`src/rtl/if_fetch_unit_if.sv`:
```
// Instruction-memory fetch bus: request/grant handshake plus in-order response.
// The fetch unit is the master; the instruction memory is the slave.
interface if_fetch_unit_if #(
  parameter int DATA_W = 32
);
  logic              imem_req;
  logic [DATA_W-1:0] imem_addr;
  logic              imem_gnt;
  logic              imem_rvalid;
  logic [DATA_W-1:0] imem_rdata;

  modport master (
    output imem_req, imem_addr,
    input  imem_gnt, imem_rvalid, imem_rdata
  );

  modport slave (
    input  imem_req, imem_addr,
    output imem_gnt, imem_rvalid, imem_rdata
  );
endinterface

```
`src/rtl/if_fetch_unit.sv`:
```
// Instruction-fetch stage controller: one outstanding fetch, a 1-entry hold buffer
// for decode back-pressure, and discard of stale responses after a PC redirect.
module if_fetch_unit #(
  parameter int                 DATA_W    = 32,
  parameter logic [DATA_W-1:0]  NOP_INSTR = 32'h0000_0013
) (
  input  logic               clk,
  input  logic               rst,
  input  logic [DATA_W-1:0]  pc,
  input  logic               redirect,
  input  logic               id_stall,
  if_fetch_unit_if.master    imem,
  output logic               if_stall,
  output logic               ifid_valid,
  output logic [DATA_W-1:0]  ifid_pc,
  output logic [DATA_W-1:0]  ifid_instr
);

  localparam logic [1:0] IDLE = 2'd0;
  localparam logic [1:0] WAIT = 2'd1;
  localparam logic [1:0] DROP = 2'd2;

  logic [1:0]        state_q;
  logic [1:0]        state_d;
  logic [DATA_W-1:0] req_pc;
  logic              hold_valid;
  logic [DATA_W-1:0] hold_pc;
  logic [DATA_W-1:0] hold_instr;
  logic              grant;
  logic              resp;

  // A new request may go out from IDLE, or from WAIT in the same cycle the
  // previous response lands, which keeps zero-wait memory at full rate.
  assign imem.imem_req  = ~rst & ~redirect & ~id_stall & ~hold_valid &
                          ((state_q == IDLE) | ((state_q == WAIT) & imem.imem_rvalid));
  assign imem.imem_addr = pc;
  assign grant          = imem.imem_req & imem.imem_gnt;
  assign resp           = (state_q == WAIT) & imem.imem_rvalid;
  assign if_stall       = rst | (~redirect & ~grant);

  always_comb begin
    state_d = state_q;
    case (state_q)
      IDLE: state_d = grant ? WAIT : IDLE;
      WAIT: begin
        if (redirect)                state_d = imem.imem_rvalid ? IDLE : DROP;
        else if (imem.imem_rvalid)   state_d = grant ? WAIT : IDLE;
        else                         state_d = WAIT;
      end
      DROP: state_d = imem.imem_rvalid ? IDLE : DROP;
      default: state_d = IDLE;
    endcase
  end

  always_ff @(posedge clk or posedge rst) begin
    if (rst) begin
      state_q <= IDLE;
      req_pc  <= '0;
    end else begin
      state_q <= state_d;
      if (grant) req_pc <= pc;
    end
  end

  // IF/ID register and hold buffer control; flush outranks decode back-pressure.
  always_ff @(posedge clk or posedge rst) begin
    if (rst) begin
      ifid_valid <= 1'b0;
      ifid_pc    <= '0;
      ifid_instr <= NOP_INSTR;
      hold_valid <= 1'b0;
    end else if (redirect) begin
      ifid_valid <= 1'b0;
      hold_valid <= 1'b0;
    end else if (!id_stall) begin
      if (hold_valid) begin
        ifid_valid <= 1'b1;
        ifid_pc    <= hold_pc;
        ifid_instr <= hold_instr;
        hold_valid <= 1'b0;
      end else if (resp) begin
        ifid_valid <= 1'b1;
        ifid_pc    <= req_pc;
        ifid_instr <= imem.imem_rdata;
      end else begin
        ifid_valid <= 1'b0;
      end
    end else if (resp) begin
      hold_valid <= 1'b1;
    end
  end

  // Hold payload is qualified by hold_valid, so it needs no reset.
  always_ff @(posedge clk) begin
    if (!redirect && id_stall && resp) begin
      hold_pc    <= req_pc;
      hold_instr <= imem.imem_rdata;
    end
  end

endmodule

```
`src/flat_wrapper.sv`:
```
// flat-port wrapper written by rule: the top's interface ports become plain ports
module if_fetch_unit_flat 
#(
  parameter int                 DATA_W    = 32,
  parameter logic [DATA_W-1:0]  NOP_INSTR = 32'h0000_0013
)
  (clk, rst, pc, redirect, id_stall, if_stall, ifid_valid, ifid_pc, ifid_instr, imem_imem_req, imem_imem_addr, imem_imem_gnt, imem_imem_rvalid, imem_imem_rdata);
  if_fetch_unit_if #(.DATA_W(DATA_W)) imem_i ();
  input  logic clk;
  input  logic rst;
  input  logic [DATA_W-1:0] pc;
  input  logic redirect;
  input  logic id_stall;
  output logic if_stall;
  output logic ifid_valid;
  output logic [DATA_W-1:0] ifid_pc;
  output logic [DATA_W-1:0] ifid_instr;
  output wire logic [$bits(imem_i.imem_req)-1:0] imem_imem_req;
  output wire logic [$bits(imem_i.imem_addr)-1:0] imem_imem_addr;
  input wire logic [$bits(imem_i.imem_gnt)-1:0] imem_imem_gnt;
  input wire logic [$bits(imem_i.imem_rvalid)-1:0] imem_imem_rvalid;
  input wire logic [$bits(imem_i.imem_rdata)-1:0] imem_imem_rdata;
  assign imem_imem_req = imem_i.imem_req;
  assign imem_imem_addr = imem_i.imem_addr;
  assign imem_i.imem_gnt = imem_imem_gnt;
  assign imem_i.imem_rvalid = imem_imem_rvalid;
  assign imem_i.imem_rdata = imem_imem_rdata;
  if_fetch_unit #(.DATA_W(DATA_W), .NOP_INSTR(NOP_INSTR)) u_core (.clk(clk), .rst(rst), .pc(pc), .redirect(redirect), .id_stall(id_stall), .imem(imem_i), .if_stall(if_stall), .ifid_valid(ifid_valid), .ifid_pc(ifid_pc), .ifid_instr(ifid_instr));
endmodule
```
`config.mk`:
```
export PLATFORM = sky130hd
export DESIGN_NAME = if_fetch_unit_flat
export DESIGN_NICKNAME = d
export VERILOG_FILES = /design/src/rtl/if_fetch_unit_if.sv /design/src/rtl/if_fetch_unit.sv /design/src/flat_wrapper.sv
export SDC_FILE = /design/constraint.sdc
export NUM_CORES = 1
export LEC_CHECK = 0
export CAP_MARGIN = 20
export CORE_ASPECT_RATIO = 0.8
export CORE_MARGIN = 1
export CORE_UTILIZATION = 57
export DETAILED_ROUTE_END_ITERATION = 10
export DONT_BUFFER_PORTS = 1
export PLACE_DENSITY = 0.75
export SYNTH_ARGS = -nofsm -noshare
export SYNTH_HDL_FRONTEND = slang
export SYNTH_SLANG_ARGS = --single-unit
```
`constraint.sdc`:
```
create_clock -name clk -period 3.8 [get_ports clk]
set_clock_uncertainty 0.2 [all_clocks]
set_input_delay 0.95 -clock clk [delete_from_list [all_inputs] [get_ports clk]]
set_output_delay 0.95 -clock clk [all_outputs]
set_load 0.01 [all_outputs]
```
## Word-level counts from Yosys, hierarchy flattened

Cells that the tools add are included.

- Reduce and logical (&&, ||, !) cells: 6
- Bitwise logic cells: 14
- Equality and inequality tests: 4
- Mux-type cells: 16

Operator list:

| operator | count |
|---|---|
| 32-bit two-way mux | 4 |
| 1-bit two-way mux | 8 |
| 1-bit bitwise AND | 7 |
| 2-bit two-way mux | 3 |
| 2-bit case mux with 3 select lines | 1 |
| 1-bit inverter | 5 |
| 3-bit by 2-bit != test with 1-bit output (second input constant) | 1 |
| 3-bit AND reduction | 1 |
| 2-bit by 1-bit equality test with 1-bit output (second input constant) | 1 |
| 2-bit equality test (second input constant) | 1 |
| 1-bit logical AND | 2 |
| 2-bit zero test | 1 |
| 2-bit != test (second input constant) | 1 |
| 1-bit bitwise OR | 2 |
| 2-bit nonzero test | 1 |
| 1-bit zero test | 1 |

- Bits in registers: 164
- Bits of input ports: 70
- Output and inout port bits: 99

## Logic depth before layout (Yosys ltp)

Gate-level depths: netlist (run 1).

- Depth after elaboration: 10
- Mapped depth: 6
- Depth with buffers taken out: 3

## Least setup slack after synthesis (run 1)

Ideal clock, no wire load.

- Kind: input to register
- From: input redirect
- To: register u_core.hold_instr[0], enable pin
- Path buffers: 0
- Setup time: 0.487 ns
- Path slack: -0.800 ns
- Stages on the path: 2
- Arrival time: 3.913 ns
- Required time: 3.113 ns
- Path through: nand4bb_1 -> nor2_1

- Word-level cells in the longest chain between the ends: 3

RTL lines:

| element | RTL line | text |
|---|---|---|
| start, declared | flat_wrapper.sv:12 | `input logic redirect;` |
| 1-bit zero test | if_fetch_unit.sv:95 | `if (!redirect && id_stall && resp) begin` |
| 1-bit logical AND (2 in series) | if_fetch_unit.sv:95 |  |
| end signal, assigned | if_fetch_unit.sv:97 | `hold_instr <= imem.imem_rdata;` |
| end, declared | if_fetch_unit.sv:28 | `logic [DATA_W-1:0] hold_instr;` |

No other way between the ends.
A chain may end at the register's enable or synchronous reset.

## Worst setup path in the final report (run 1)

- From: input redirect
- To: output if_stall

- Word-level cells in the longest chain between the ends: 9

RTL lines:

| element | RTL line | text |
|---|---|---|
| 1-bit inverter (no line) * | - |  |
| 1-bit bitwise AND (4 in series) | if_fetch_unit.sv:34 | `assign imem.imem_req = ~rst & ~redirect & ~id_stall & ~hold_valid &` |
| 1-bit bitwise AND | if_fetch_unit.sv:37 | `assign grant = imem.imem_req & imem.imem_gnt;` |
| 1-bit inverter | if_fetch_unit.sv:39 | `assign if_stall = rst \| (~redirect & ~grant);` |
| 1-bit bitwise AND * | if_fetch_unit.sv:39 |  |
| 1-bit bitwise OR * | if_fetch_unit.sv:39 |  |
| end, declared | flat_wrapper.sv:14 | `output logic if_stall;` |

Mark *: on every way between the ends. The rest lies on a longest branch, timed or not.

==> metrics.txt, run 1 <==
status finished clean; remaining antenna violation count after routing 0; Post-CTS Hold Buffers 0; post-layout power 4.599 mW; r2r startpoint u_core.state_q[1]; Starting Density 59.03%; Final Hold Fails 0; # placed instances approximately 570; Synth Area in Adders 0%; Worst-Skew Late Latency 400 ps; Detailed Place HPWL 7592 um; main combinational cell family by area after synthesis multiplexers; cts repair resizes 0; Worst Hold Class input port to asynchronous set/reset pin; largest net degree at the start of global routing 66; postcts setup bufs 0; post-route cell area 7310 sq um; CTS tree done; PD cells approximately 630 nW/um^2; Req. time, crit path 2650 ps; Worst path max stage delay 230 ps; reg2reg setup slack 1600 ps; DIE AREA 12460 sq um; first-pass GRT wire length 21300 um; DRT Wirelength 13020 um; mux cell area share after synthesis 16.37%; ant diodes 0; worst hold slack about 270 ps; Final #Nets 511; Synth-to-Final Area Change 6.703%; io pins 169; CP Cell Sequence nor2_1 > nand4_4 > a21o_1; clk sink count between 150 and 200; unrepaired setup endpoints after global routing no; H-Tree Level Count 4; Clock Pin Slew Worst Setup and Hold Paths 60 ps; max cap viols 0; Post-Place Cell Area 6731 sq um; peak supply drop approximately 0.34 mV; Mapped Nets 546; cell count of the worst reg-to-reg path 4; unique cell type count in the Yosys netlist 26; Syn Inst Count around 480; YS warnings 0; number of port buffers 0; Fmax approximately 370 MHz; vias in the first global route 3870; worst slack at placement 1078 ps; FF-to-FF End u_core.ifid_pc[12]; Final period util 70.60%; flop and latch count out of synthesis 164; Post-Route Utilization 62.99%; share of layout cells above drive strength 1 around 18%; Die Wd 124.6 um; slew margin rel. roughly half; min Tclk post-route 2683 ps; drt pass-1 iters 4; gr usage total roughly 22%; routed len/inst 21.63 um; Max Slew Vio Count 0; Simple-Gate Fraction of Synth Area ~5.1%; post-synthesis sequential area ratio 64.64%; cell row count 35; crit-path max FO 6; clk buf depth 2; vias per cell 6.028; grt total ovfl 0; Finished Layout Cells about 600; clock root cell clkbuf_16; slowest CP cell a21o_1; DRC viols 0; Slew @ Worst Pin 745.5 ps; Num CTS Buffers 17; Pleak 2.986 nW; DRT iter0 DRCs 281; syn avg cell area 14.39 sq um; height of the die 100.1 um; vias post-DR 3629; initial antenna violation count 0; element type at the critical path end primary output; placeable core area 11600 sq um; setup tns final 0 ps; Critical Setup Path Class input port to primary output; crit path DAT about 1500 ps; CP startpoint kind input port; Final setup viols 0; RePlAce Congestion 0.7970; post-synthesis xor/xnor area fraction 0%; compound-cell area share of the yosys netlist 7.653%; Final WS setup 1117 ps; Synth Cell Area 6850 sq um
-- layout make-up --
cell class,instances,area [sq um]
clock inverters,7,72.57
repair buffers,9,105.1
clock buffers,25,485.5
fillers,846,4295
flip-flops and latches,164,4432
well taps,148,185.2
multi-input cells,246,2016
inverters,3,13.76
-- cell usage in the layout, fill, tap and decap left out, drive strengths merged --
master / n
a21boi: 1
a21o: 1
a21oi: 2
a22oi: 64
and3: 1
buf: 9
bufinv: 1
clkbuf: 25
clkinv: 3
clkinvlp: 2
dfrtp: 97
dfstp: 3
edfxtp: 64
inv: 4
mux2: 33
mux2i: 64
nand2: 3
nand2b: 3
nand4: 1
nand4bb: 1
nor2: 68
nor3: 1
nor3b: 1
o211a: 1
o21ai: 1
-- state kept, by name, indices dropped and copies added (netlist names) --
name               cells
u_core.hold_instr     32
u_core.state_q         2
u_core.hold_valid      1
u_core.ifid_valid      1
u_core.hold_pc        32
u_core.ifid_instr     32
u_core.ifid_pc        32
u_core.req_pc         32
-- worst max path at each step --
stage                 startpoint                  to  slack (ps)  depth (start not counted)
3_3_place_gp            redirect   u_core.ifid_pc[2]        1120                          4
6_report                redirect            if_stall        1120                          3
3_5_place_dp            redirect  u_core.ifid_pc[12]        1080                          4
5_1_grt                 redirect            if_stall        1080                          3
4_1_cts        u_core.hold_valid            if_stall        1110                          3
2_1_floorplan                rst   u_core.hold_valid          40                          1
-- synthesized netlist by cell type --
library cell | instances | share of area (%)
dfrtp_1 | 97 | 35
nor2_1 | 68 | 3.7
a22oi_1 | 64 | 7.0
edfxtp_1 | 64 | 28
mux2i_1 | 64 | 9.4
buf_4 | 33 | 3.6
mux2_4 | 29 | 6.4
buf_2 | 22 | 1.6
buf_1 | 4 | 0.22
buf_6 | 4 | 0.66
mux2_2 | 4 | 0.66
dfstp_2 | 3 | 1.2
inv_1 | 3 | 0.16
nand2_1 | 3 | 0.16
nand2b_1 | 3 | 0.27
a21boi_0 | 1 | 0.11
a21o_1 | 1 | 0.11
a21oi_1 | 1 | 0.073
a21oi_2 | 1 | 0.13
and3_1 | 1 | 0.091
nand4_4 | 1 | 0.31
nand4bb_1 | 1 | 0.16
nor3_4 | 1 | 0.24
nor3b_1 | 1 | 0.11
o211a_1 | 1 | 0.15
o21ai_0 | 1 | 0.073
-- cell families after synthesis --
group,count (synthesis)
compound gates,70
buf+inv,66
flops,164
mux,97
simple gates,79
-- metal layers --
layer  vias to the layer above  track usage, %  share of wire (%)
met3                         7           7.729                8.1
met4                         0           7.785               0.70
met2                       113           33.66                 48
met5                         -               0                  0
li1                       1628               -                  -
met1                      1881           30.02                 43
-- where the power goes --
| part | switching (mW) | internal [mW] |
|---|---|---|
| clock network | 0.655 | 0.957 |
| logic | 0.197 | 0.274 |
| registers | 0.340 | 2.18 |
| total | 1.19 | 3.41 |
-- critical path, delay by kind of cell --
family | cells | cell delay (ps)
AND/OR/NAND/NOR | 2 | 360
AO/OA/AOI/OAI | 1 | 230
No activity file was read; power rests on OpenSTA's default activity.
==> run 2: changes to the inputs <==
==> constraint.sdc (replaced) <==
create_clock -name clk -period 2.2 [get_ports clk]
set_clock_uncertainty 0.2 [all_clocks]
set_input_delay 0.55 -clock clk [delete_from_list [all_inputs] [get_ports clk]]
set_output_delay 0.55 -clock clk [all_outputs]
set_load 0.01 [all_outputs]
==> metrics.txt, run 2 (same netlist as run 1, synthesis figures left out) <==
status finished clean; Worst Hold Class input port to register; peak supply drop 0.8789 mV; Num CTS Buffers 17; drt pass-1 iters 4; cell row count 35; most common cell after layout, fill and taps aside dfrtp_1; # placed instances 573; CP Cell Sequence nor3_4 > buf_4 > and3_4; Worst path max stage delay 490 ps; CTS tree done; post-layout power 8.032 mW; most frequent cells in the layout dfrtp_1 (96), nor2_1 (66), mux2i_1 (64), a22oi_1 (64), edfxtp_1 (64); Fill cells 828; max cap viols 0; Pleak 3.046 nW; height of the die 100.1 um; Post-Place Cell Area slightly below 7000 sq um; DIE AREA 12460 sq um; io pins 169; worst hold slack 32.21 ps; DRC viols 0; cell count of the worst reg-to-reg path 5; reg2reg setup slack 330 ps; Finished Layout Cells 610; slew margin rel. 64.79%; share of layout cells above drive strength 1 around a fifth; gr usage total ~22%; ant diodes 0; unrepaired setup endpoints after global routing yes; RePlAce Congestion 0.7563; Final setup viols 0; Die Wd 124.6 um; r2r startpoint u_core.state_q[0]; vias post-DR around 3700; clk buf depth 2; FF-to-FF End u_core.req_pc[28]; Req. time, crit path 1450 ps; Detailed Place HPWL 7854 um; Clock Pin Slew Worst Setup and Hold Paths around 70 ps; Max Slew Vio Count 0; placeable core area 11600 sq um; Synth-to-Final Area Change 9.187%; first-pass GRT wire length 21220 um; slowest CP cell dfrtp_4; setup tns final 0 ps; Final WS setup 10.48 ps; remaining antenna violation count after routing 0; element type at the critical path end primary output; H-Tree Level Count 4; PD cells about 1100 nW/um^2; Sequential Area between 4000 and 5000 sq um; clock root cell clkbuf_16; initial antenna violation count 0; Post-Route Utilization 64.45%; Worst-Skew Late Latency 410 ps; number of port buffers 0; Final Hold Fails 0; crit path capture imem_imem_req; Critical Path Source u_core.hold_valid; Fmax 456.7 MHz; worst slack at placement 295.7 ps; largest net degree at the start of global routing 65; CP startpoint kind register; crit path DAT between 1000 and 1500 ps; clk sink count 164; post-route cell area between 7000 and 8000 sq um; Final period util about 100%; crit-path max FO 2; DRT Wirelength 13370 um; Slew @ Worst Pin 528.2 ps; vias in the first global route 3806; routed len/inst 21.92 um; DRT iter0 DRCs 286; Starting Density 59.03%; vias per cell between 6 and 7; grt total ovfl 0; Final #Nets 519; Multi-input gate area 2039 sq um; min Tclk post-route 2190 ps; Critical Setup Path Class register to primary output
==> run 2: timing repair <==
| action | CTS | global route |
|---|---|---|
| hold buffers | 2 | 0 |
| endpoints found under the setup margin | 1 | 2 |
| setup buffers | 2 | 1 |
| pin swaps | 2 | 0 |
| gates resized for setup | 1 | 1 |
| hold endpoints to repair | 98 | 0 |
==> run 2: how the worst min path moves through the flow <==
stage | from | slack (ps) | to | cells past startpoint
final | imem_imem_rdata[9] | 30 | u_core.hold_instr[9] | 0
after CTS | imem_imem_rdata[9] | 10 | u_core.hold_instr[9] | 0
after floorplan | u_core.req_pc[28] | 240 | u_core.hold_pc[28] | 0
after global routing | imem_imem_rdata[9] | 7 | u_core.hold_instr[9] | 0
after detailed placement | u_core.req_pc[29] | 260 | u_core.hold_pc[29] | 0
after global placement | u_core.req_pc[29] | 250 | u_core.hold_pc[29] | 0
==> run 2: layer usage <==
metal,wire length [um],vias up,global-route usage (%)
met4,141,0,7.044
met3,1045,13,7.356
met2,6404,131,34.25
met5,0,-,0
met1,5783,1936,30.20
li1,-,1646,-
==> run 2: area by class of cell <==
type	instances	share of cell area [%]
flip-flops and latches	164	59.25
clock inverters	13	1.639
clock buffers	19	6.056
inverters	3	0.2007
well taps	148	2.476
multi-input cells	246	27.27
repair buffers	17	3.111
==> run 2: where the power goes <==
group	internal [mW]	switching, mW
Combinational	0.490	0.345
Sequential	3.76	0.586
Clock	1.63	1.22
Total	5.88	2.15
==> run 2: worst max-delay path: cells and delay by family (launching register included) <==
family        cells  cell delay, ps
flops             1             490
simple gates      2             380
buf+inv           1             170
==> run 3: changes to the inputs <==
--- a/config.mk
+++ b/config.mk
@@ -5,12 +5,14 @@
 export SDC_FILE = /design/constraint.sdc
 export NUM_CORES = 1
 export LEC_CHECK = 0
+export ABC_CLOCK_PERIOD_IN_PS = 2200
 export CAP_MARGIN = 20
 export CORE_ASPECT_RATIO = 0.8
-export CORE_MARGIN = 1
+export CORE_MARGIN = 5
 export CORE_UTILIZATION = 57
 export DETAILED_ROUTE_END_ITERATION = 10
 export DONT_BUFFER_PORTS = 1
+export HOLD_SLACK_MARGIN = 0.15
 export PLACE_DENSITY = 0.75
 export SYNTH_ARGS = -nofsm -noshare
 export SYNTH_HDL_FRONTEND = slang
==> metrics.txt, run 3 (same netlist as run 1, synthesis figures left out) <==
status finished clean; DRT iter0 DRCs 246; Fill cells 763; vias in the first global route roughly 4400; worst hold slack 179.1 ps; Worst-Skew Late Latency 400 ps; Num CTS Buffers 17; Worst Hold Launch imem_imem_rvalid; Req. time, crit path approximately 1500 ps; most frequent cells in the layout dfrtp_1 (96), dlygate4sd3_1 (69), nor2_1 (66); Final #Nets approximately 590; FF-to-FF End u_core.ifid_instr[3]; Worst path max stage delay 500 ps; element type at the critical path end primary output; height of the die between 100 and 150 um; crit path DAT 1440 ps; Max Slew Vio Count 0; setup tns final 0 ps; Post-Route Utilization 70.01%; Synth-to-Final Area Change 19.05%; initial antenna violation count 0; Fmax 455.6 MHz; Worst Hold Class input port to register; grt total ovfl 0; slowest CP cell dfrtp_4; unrepaired setup endpoints after global routing yes; Final period util 99.77%; vias post-DR ~4000; clk sink count 164; crit-path max FO 2; first-pass GRT wire length 24940 um; routed len/inst 22.60 um; cell count of the worst reg-to-reg path 4; io pins between 150 and 200; gr usage total 22.38%; worst slack at placement 275.0 ps; remaining antenna violation count after routing 0; # placed instances 574; most common cell after layout, fill and taps aside dfrtp_1; CP startpoint kind register; reg2reg setup slack 190 ps; CTS tree done; Finished Layout Cells between 600 and 700; share of layout cells above drive strength 1 18.05%; Hold Crit Depth 2; DIE AREA between 10000 and 15000 sq um; Final Hold Fails 0; slew margin rel. a little under 50%; Clock Pin Slew Worst Setup and Hold Paths 60 ps; Pleak 3.330 nW; H-Tree Level Count 4; post-layout power between 8 and 9 mW; drt pass-1 iters 5; Post-Place Cell Area 6862 sq um; DRC viols 0; DRT Wirelength 15390 um; CP Cell Sequence nor3_4 > buf_4 > and3_4; Detailed Place HPWL 8695 um; PD cells 988.4 nW/um^2; Slew @ Worst Pin 757.0 ps; placeable core area 11650 sq um; cell row count 35; RePlAce Congestion roughly 0.8; clk buf depth 2; Starting Density 58.81%; Final setup viols 0; clock root cell clkbuf_16; min Tclk post-route 2195 ps; max cap viols 0; r2r startpoint u_core.hold_valid; Critical Setup Path Class register to primary output; number of port buffers 0; vias per cell approximately 6; largest net degree at the start of global routing 65; peak supply drop between 0.5 and 0.6 mV; Hold EP u_core.hold_valid; Die Wd between 100 and 150 um; Final WS setup between 5 and 6 ps; post-route cell area 8155 sq um
[run 3: worst max-delay path by stage]
| stage | startpoint | to | slack [ps] | depth (start not counted) |
|---|---|---|---|---|
| 2_1_floorplan | redirect | u_core.hold_instr[0] | -170 | 2 |
| 3_3_place_gp | id_stall | if_stall | 320 | 3 |
| 3_5_place_dp | redirect | if_stall | 270 | 3 |
| 4_1_cts | u_core.hold_valid | imem_imem_req | -2 | 3 |
| 5_1_grt | u_core.hold_valid | imem_imem_req | -80 | 3 |
| 6_report | u_core.hold_valid | imem_imem_req | 5 | 3 |
[run 3: layout make-up]
type / instances / area (sq um) / area share, %
diodes: 1 / 2.502 / 0.03068
repair buffers: 87 / 938.4 / 11.51
flip-flops and latches: 164 / 4432 / 54.34
multi-input cells: 246 / 2039 / 25.01
well taps: 148 / 185.2 / 2.271
clock buffers: 19 / 442.9 / 5.431
inverters: 3 / 15.01 / 0.1841
clock inverters: 13 / 100.1 / 1.227
[run 3: per-layer routing]
layer / GRT usage [%] / vias to the layer above / wire length (um)
met1: 29.00 / 2118 / 6463
met2: 36.20 / 181 / 7461
met5: 0 / - / 0
li1: - / 1777 / -
met3: 7.116 / 24 / 1263
met4: 7.567 / 0 / 201
[run 3: report_power, final]
part	leakage (nW)	total [mW]	switching [mW]	internal [mW]
Clock	0.253	2.71	1.22	1.49
Combinational	1.29	0.981	0.405	0.576
Sequential	1.79	4.36	0.608	3.76
[run 3: worst max-delay path: cells and delay by family, from the launching register on]
| kind | cells | cell delay [ps] |
|---|---|---|
| buf+inv | 1 | 160 |
| flops | 1 | 500 |
| simple gates | 2 | 390 |
[run 3: what timing repair did]
item                                    CTS  global route
hold endpoints to repair                 91             0
hold buffers                             70             0
pin swaps                                 3             0
setup buffers                             4             0
endpoints found under the setup margin    2             2
resized for setup                         2             0
